<file path="src/rtl/serial_adder_ctrl_pkg.sv">
// Shared definitions for the bit-serial add/subtract controller.
package serial_adder_ctrl_pkg;

    localparam logic [1:0] ST_IDLE = 2'd0;
    localparam logic [1:0] ST_RUN  = 2'd1;
    localparam logic [1:0] ST_DONE = 2'd2;

    localparam int MIN_WIDTH = 2;

endpackage

</file>
<file path="src/rtl/adder3b.sv">
// 1-bit full-adder cell: sum and carry of three input bits.
// Latency: combinational; backpressure: none.
module adder3b (
    input  logic a,
    input  logic b,
    input  logic c,
    output logic s,
    output logic co
);

    assign s  = a ^ b ^ c;
    assign co = (a & b) | (a & c) | (b & c);

endmodule

</file>
<file path="src/rtl/serial_adder_ctrl.sv">
// Bit-serial add/subtract, LSB first, over one adder3b cell; result valid with done.
// Latency: WIDTH cycles in RUN plus one DONE cycle; no backpressure, start is ignored unless idle.
module serial_adder_ctrl
    import serial_adder_ctrl_pkg::*;
#(
    parameter int WIDTH = 8
) (
    input  logic             clk,
    input  logic             rst_n,
    input  logic             start,
    input  logic             sub,
    input  logic             cin,
    input  logic [WIDTH-1:0] op_a,
    input  logic [WIDTH-1:0] op_b,
    output logic             busy,
    output logic             done,
    output logic [WIDTH-1:0] sum,
    output logic             cout,
    output logic             ovf
);

    localparam int CW = $clog2(WIDTH + 1);
    localparam logic [CW-1:0] LAST_BIT = CW'(WIDTH - 1);

    logic [1:0]       state;
    logic [WIDTH-1:0] a_sr;
    logic [WIDTH-1:0] b_sr;
    logic             carry;
    logic [CW-1:0]    cnt;
    logic             msb_cin;
    logic [WIDTH-1:0] sum_q;
    logic             cout_q;
    logic             bit_sum;
    logic             bit_carry;
    logic             last_bit;

    adder3b u_cell (
        .a  (a_sr[0]),
        .b  (b_sr[0]),
        .c  (carry),
        .s  (bit_sum),
        .co (bit_carry)
    );

    assign last_bit = (cnt == LAST_BIT);

    // A doubles as the result shift register: each consumed LSB frees the MSB slot.
    always_ff @(posedge clk or negedge rst_n) begin
        if (!rst_n) begin
            state   <= ST_IDLE;
            a_sr    <= '0;
            b_sr    <= '0;
            carry   <= 1'b0;
            cnt     <= '0;
            msb_cin <= 1'b0;
            sum_q   <= '0;
            cout_q  <= 1'b0;
        end else begin
            case (state)
                ST_IDLE: begin
                    if (start) begin
                        a_sr  <= op_a;
                        b_sr  <= sub ? ~op_b : op_b;
                        carry <= sub ? 1'b1 : cin;
                        cnt   <= '0;
                        state <= ST_RUN;
                    end
                end
                ST_RUN: begin
                    a_sr  <= {bit_sum, a_sr[WIDTH-1:1]};
                    b_sr  <= {1'b0, b_sr[WIDTH-1:1]};
                    carry <= bit_carry;
                    cnt   <= cnt + CW'(1);
                    if (last_bit) begin
                        // Results land in dedicated holding flops so they stay put until the next result.
                        sum_q   <= {bit_sum, a_sr[WIDTH-1:1]};
                        cout_q  <= bit_carry;
                        msb_cin <= carry;
                        state   <= ST_DONE;
                    end
                end
                ST_DONE: state <= ST_IDLE;
                default: state <= ST_IDLE;
            endcase
        end
    end

    assign busy = (state == ST_RUN);
    assign done = (state == ST_DONE);
    assign sum  = sum_q;
    assign cout = cout_q;
    assign ovf  = msb_cin ^ cout_q;

endmodule

</file>
<file path="config.mk">
export PLATFORM = sky130hd
export DESIGN_NAME = serial_adder_ctrl
export DESIGN_NICKNAME = d
export VERILOG_FILES = /design/src/rtl/serial_adder_ctrl_pkg.sv /design/src/rtl/adder3b.sv /design/src/rtl/serial_adder_ctrl.sv
export SDC_FILE = /design/constraint.sdc
export NUM_CORES = 1
export LEC_CHECK = 0
export BUFFER_PORTS_ARGS = -buffer_cell sky130_fd_sc_hd__clkbuf_2
export CELL_PAD_IN_SITES_DETAIL_PLACEMENT = 1
export CELL_PAD_IN_SITES_GLOBAL_PLACEMENT = 1
export CORE_MARGIN = 2
export CORE_UTILIZATION = 25
export DETAILED_ROUTE_END_ITERATION = 8
export GPL_TIMING_DRIVEN = 0
export PLACE_DENSITY = 0.61
export RECOVER_POWER = 50
export SLEW_MARGIN = 20
export SYNTH_ARGS = -nofsm -noshare
export SYNTH_HDL_FRONTEND = slang
export SYNTH_SLANG_ARGS = --single-unit
</file>
<file path="constraint.sdc">
create_clock -name clk -period 2.6 [get_ports clk]
set_clock_uncertainty 0.1 [all_clocks]
set_input_delay 0.39 -clock clk [delete_from_list [all_inputs] [get_ports clk]]
set_output_delay 0.39 -clock clk [all_outputs]
set_load 0.05 [all_outputs]
</file>
# After elaboration in Yosys (flattened, before gate mapping)

Index checks and enable logic that the tools add are counted.

Register bits: 33
Output and inout bits: 12

$add $sub $neg: 1
Equality and inequality tests: 5
Multiplexer cells: 13
Bitwise operators: 9
Reduce and logical (&&, ||, !) cells: 5

Operators by type and width:

| operator            | count |
|---|---|
| $pmux 8 s2          | 2 |
| $mux 8              | 3 |
| $not 8->8           | 1 |
| $pmux 4 s2          | 1 |
| $reduce_and 2->1    | 3 |
| $add 4x1->4 const B | 1 |
| $eq 4x3->1 const B  | 1 |
| $mux 2              | 2 |
| $mux 4              | 1 |
| $pmux 2 s2          | 1 |
| $and 1x1->1         | 3 |
| $xor 1x1->1         | 3 |
| $eq 2x1->1 const B  | 1 |
| $eq 2x2->1 const B  | 1 |
| $logic_not 2->1     | 1 |
| $mux 1              | 2 |
| $ne 2x1->1 const B  | 1 |
| $ne 2x2->1 const B  | 1 |
| $or 1x1->1          | 2 |
| $pmux 1 s2          | 1 |
| $reduce_bool 2->1   | 1 |

# Longest topological paths before layout

Word-level depth: 4
Depth in mapped cells: 5
Mapped depth without buffers: 4

# Hierarchy

A second synthesis with hierarchy kept.

Cell total of the unflattened synthesis: 131
Area, all modules: 1571.5 um2

Modules (own cells, without submodules):

| module            | instances | cells each | area each (um2) |
|---|---|---|---|
| serial_adder_ctrl | 1         | 130        | 1551.5 |
| adder3b           | 1         | 1          | 20.0 |

# Worst setup path before layout

OpenSTA, ideal clock, no wires.

Path kind: register -> output
Start: reg cout_q (netlist: cout)
End: out ovf
Arrival: 1.451 ns
Setup slack: 0.659 ns
Stages on the path, launching flop included: 2
Path buffers: 0
Cell sequence: dfrtp_1 > xor2_1

Longest elaborated chain between the ends: 1

Ends and longest elaborated chain:

| what                   | RTL line                | text |
|---|---|---|
| from (decl)            | serial_adder_ctrl.sv:32 | `logic cout_q;` |
| from (signal assigned) | serial_adder_ctrl.sv:77 | `cout_q <= bit_carry;` |
| $xor 1x1->1            | serial_adder_ctrl.sv:92 | `assign ovf = msb_cin ^ cout_q;` |
| to (decl)              | serial_adder_ctrl.sv:19 | `output logic ovf` |

No other way between the ends.

# Worst setup path in the final report

Start: reg state[1]
End: reg sum_q[6] (netlist: sum[6])

Longest elaborated chain between the ends: 2

Ends and longest elaborated chain:

| what                              | RTL line                | text |
|---|---|---|
| from (decl)                       | serial_adder_ctrl.sv:25 | `logic [1:0] state;` |
| from (signal assigned)            | serial_adder_ctrl.sv:50 | `state <= ST_IDLE;` |
| from (signal assigned)            | serial_adder_ctrl.sv:66 | `state <= ST_RUN;` |
| from (signal assigned)            | serial_adder_ctrl.sv:79 | `state <= ST_DONE;` |
| $eq 2x1->1                        | serial_adder_ctrl.sv:59 | `case (state)` |
| $reduce_and 2->1 (no source line) | -                       |  |
| to (signal assigned)              | serial_adder_ctrl.sv:76 | `sum_q <= {bit_sum, a_sr[WIDTH-1:1]};` |
| to (decl)                         | serial_adder_ctrl.sv:31 | `logic [WIDTH-1:0] sum_q;` |

No other way between the ends.
A chain may end at the register's enable or synchronous reset.

==> flow_summary.ini <==
[synth]
yosys.area_share.simple_pct = 11.62
yosysMostFrequentCell = dfrtp_1
synthMuxAreaShare_pct = 9.952
synth_compound_area_share_pct = 14.81
synth_top_family_by_area = compound AO/OA/AOI/OAI gates
synth_edf_count = 0
synth_area_leaders = dfrtp_1, mux2_4, xnor2_1
ys_ff_latch = 33
syn_inst = 131
yosys.area_share.xor_xnor_pct = 5.016
synth_top_cell_by_area = dfrtp_1
syn_avg_cell_area_um2 = 12.00
async_flop_share_pct = 100.0
yosysTopAreaCellShare_pct = 52.55
synth_area_mm2 = 0.001572
synth_commonest_cells = dfrtp_1, nand2_1, o21ai_0
ys_types = 32
yosysWarnings = 0
ys.flop_type = dfrtp_1
synth_fa_ha_area_share_pct = 2.070
yosysSeqAreaShare_pct = 52.55
synthesis.nets = 154

[sta]
finalCritPeriodShare_pct = 83.09
finalSetupViolations = 0
fin_crit_ns = 2.160
fmax_mhz = 462.9
tns_ns = 0
rsz0062_at_grt = false
hold_violations = 0
tightest_slew_ns = 1.817
maxSlewViolCount = 34
timing.final.ws_setup_ns = 0.4397
max_slew_margin_pct = -21.15

[floorplan]
initial_core_util_pct = 26.23
fp-row-count = 28
core-area_mm2 = 0.005991
die_y_um = 83.29
ioPinCount = 33
die-area_mm2 = 0.006936
die_w_um = 83.29

[final_layout]
num_antenna_cells = 0
final_util_pct = 31.31
fill_cells = 687
final_net_count = 192
area_growth_pct = 19.35
drive_gt1_share_pct = 30.77
multi_input_area_um2 = 664.4
regArea_um2 = 825.8
design_area_mm2 = 0.001876

[min_path]
hold_class = in2reg
hold_end = a_sr[3]
hold_path_depth = 3
hp-start = op_a[3]

[detailed_routing]
vias = 1116
routed.top_layer = met4
met3_wirelength_um = 177
drc = 0
avgViaCountPerCell = 4.574
ant_nets = 0
drt_iter0_markers = 22
met2_length_um = 1695
drt-met1-wl_um = 1729
first_pass_iters = 4
wl_per_cell_um = 15.05
wirelength_um = 3673

[setup_path]
crit_type = reg2reg
critPathSlowestCell = clkbuf_1
startpoint_type = register
max_stage_delay_ns = 0.63
end_kind = register
crit_chain = nand2b_1 > nor3_4 > clkbuf_1 > mux2_4
crit_arrival_ns = 2.23
crit_required_ns = 2.67
r2r-start = state[1]
rr_worst_depth = 4
ff2ff_setup_slack_ns = 0.44
r2r_end = sum[6]
path_max_fanout = 10

[run]
timing.max_cap.violations = 1

[cts]
holdBufCountCts = 0
htree_num_levels = 2
cts_tree = yes
cts_root_buffer = clkbuf_8
cts_resized = 0
insertion_delay_ns = 0.29
clkSinkCount = 33
postCtsSetupRepairBufs = 0
cts.path.max_buffers = 2
cts_buffers = 5
clk_pin_slew_ns = 0.07

[grt]
antenna_found_initial = 0
gr-total-overflow = 0
grt_max_degree = 34
gr-usage-all-layers_pct = 11.53
grt_pass1_wl_um = 6230
first_global_vias = 1198

[placement]
globalplace.congestion = 0.6940
dp_hpwl_um = 2570
dpl_cell_area_mm2 = 0.001821
io_buffers = 31
place_ws_ns = 0.8055

[run_status]
outcome = complete, but fails checks
violations = capacitance limit, slew limit

[power_and_ir_drop]
p_leak_nw = 0.8349
peakVddDrop_v = 0.0005326
power_mw = 2.447
power_density_mw_per_mm2 = 1304
flip-flops by register name, summed over array words and instances, names as in the netlist:
name / count
b_sr: 8
msb_cin: 1
cnt: 4
a_sr: 8
state: 2
carry: 1
cout: 1
sum: 8
layout make-up:
| class | count | share of cell area (%) |
|---|---|---|
| Buffer | 9 | 2.668 |
| Clock buffer | 7 | 4.603 |
| Inverter | 1 | 0.2001 |
| Multi-Input combinational cell | 88 | 35.42 |
| Sequential cell | 33 | 44.03 |
| Tap cell | 75 | 5.003 |
| Timing Repair Buffer | 31 | 8.072 |
logic make-up (layout without fill, tap and decap cells):
group                    after synthesis  after routing
AO/OA/AOI/OAI                         32             32
XOR/XNOR                               9              9
adder cells (fa/ha/maj)                2              2
buffers and inverters                 10             48
flip-flops                            33             33
multiplexers                          11             11
AND/OR/NAND/NOR                       34             34
metal layers:
layer  vias to the layer above  GRT usage [%]
li1                        533              -
met1                       548          15.06
met2                        27          17.96
met3                         8          3.082
met4                         0          4.918
met5                         -              0
worst max-delay path, delay by kind of cell (launching register included):
family                 cells  cell delay, ns
AND/OR/NAND/NOR            2            0.49
flip-flops                 1            0.47
multiplexers               1            0.35
buffers and inverters      1            0.63
worst max path at each step:
stage	startpoint	end	slack [ns]
6_report	state[1]	sum[6]	0.44
4_1_cts	state[1]	done	0.47
3_3_place_gp	state[1]	done	0.79
3_5_place_dp	state[1]	done	0.81
2_1_floorplan	cout	ovf	0.66
5_1_grt	state[1]	sum[4]	0.31
power breakdown:
group	internal [mW]	total [mW]	leakage [nW]	switching [mW]
Combinational	0.442	1.14	0.371	0.701
Sequential	0.741	0.911	0.420	0.170
Clock	0.210	0.393	0.0443	0.183
Total	1.39	2.45	0.835	1.05
stage by stage:
step                      hold WS, ns  cells
final                          0.3025    244
after global routing           0.3325    244
after CTS                      0.1361    244
after detailed placement       0.3776    237
after global placement         0.3697    237
after floorplan             -0.005591    131
cell usage in the layout, fill, tap and decap left out, types with 2 or more instances in the layout:
cell,netlist,final
xnor2_1,8,8
o21ai_0,10,10
clkbuf_1,1,7
nand2b_1,1,2
nand2_1,17,17
nor2b_1,2,2
buf_2,5,4
nor2_1,4,4
dfrtp_1,33,33
nand3b_1,4,4
a221o_1,3,3
a22o_1,2,2
clkbuf_8,0,6
mux2_4,9,9
a22oi_1,9,9
clkbuf_2,0,28
o211ai_1,4,4
nand3_1,2,2
No activity file was read; power rests on OpenSTA's default activity.
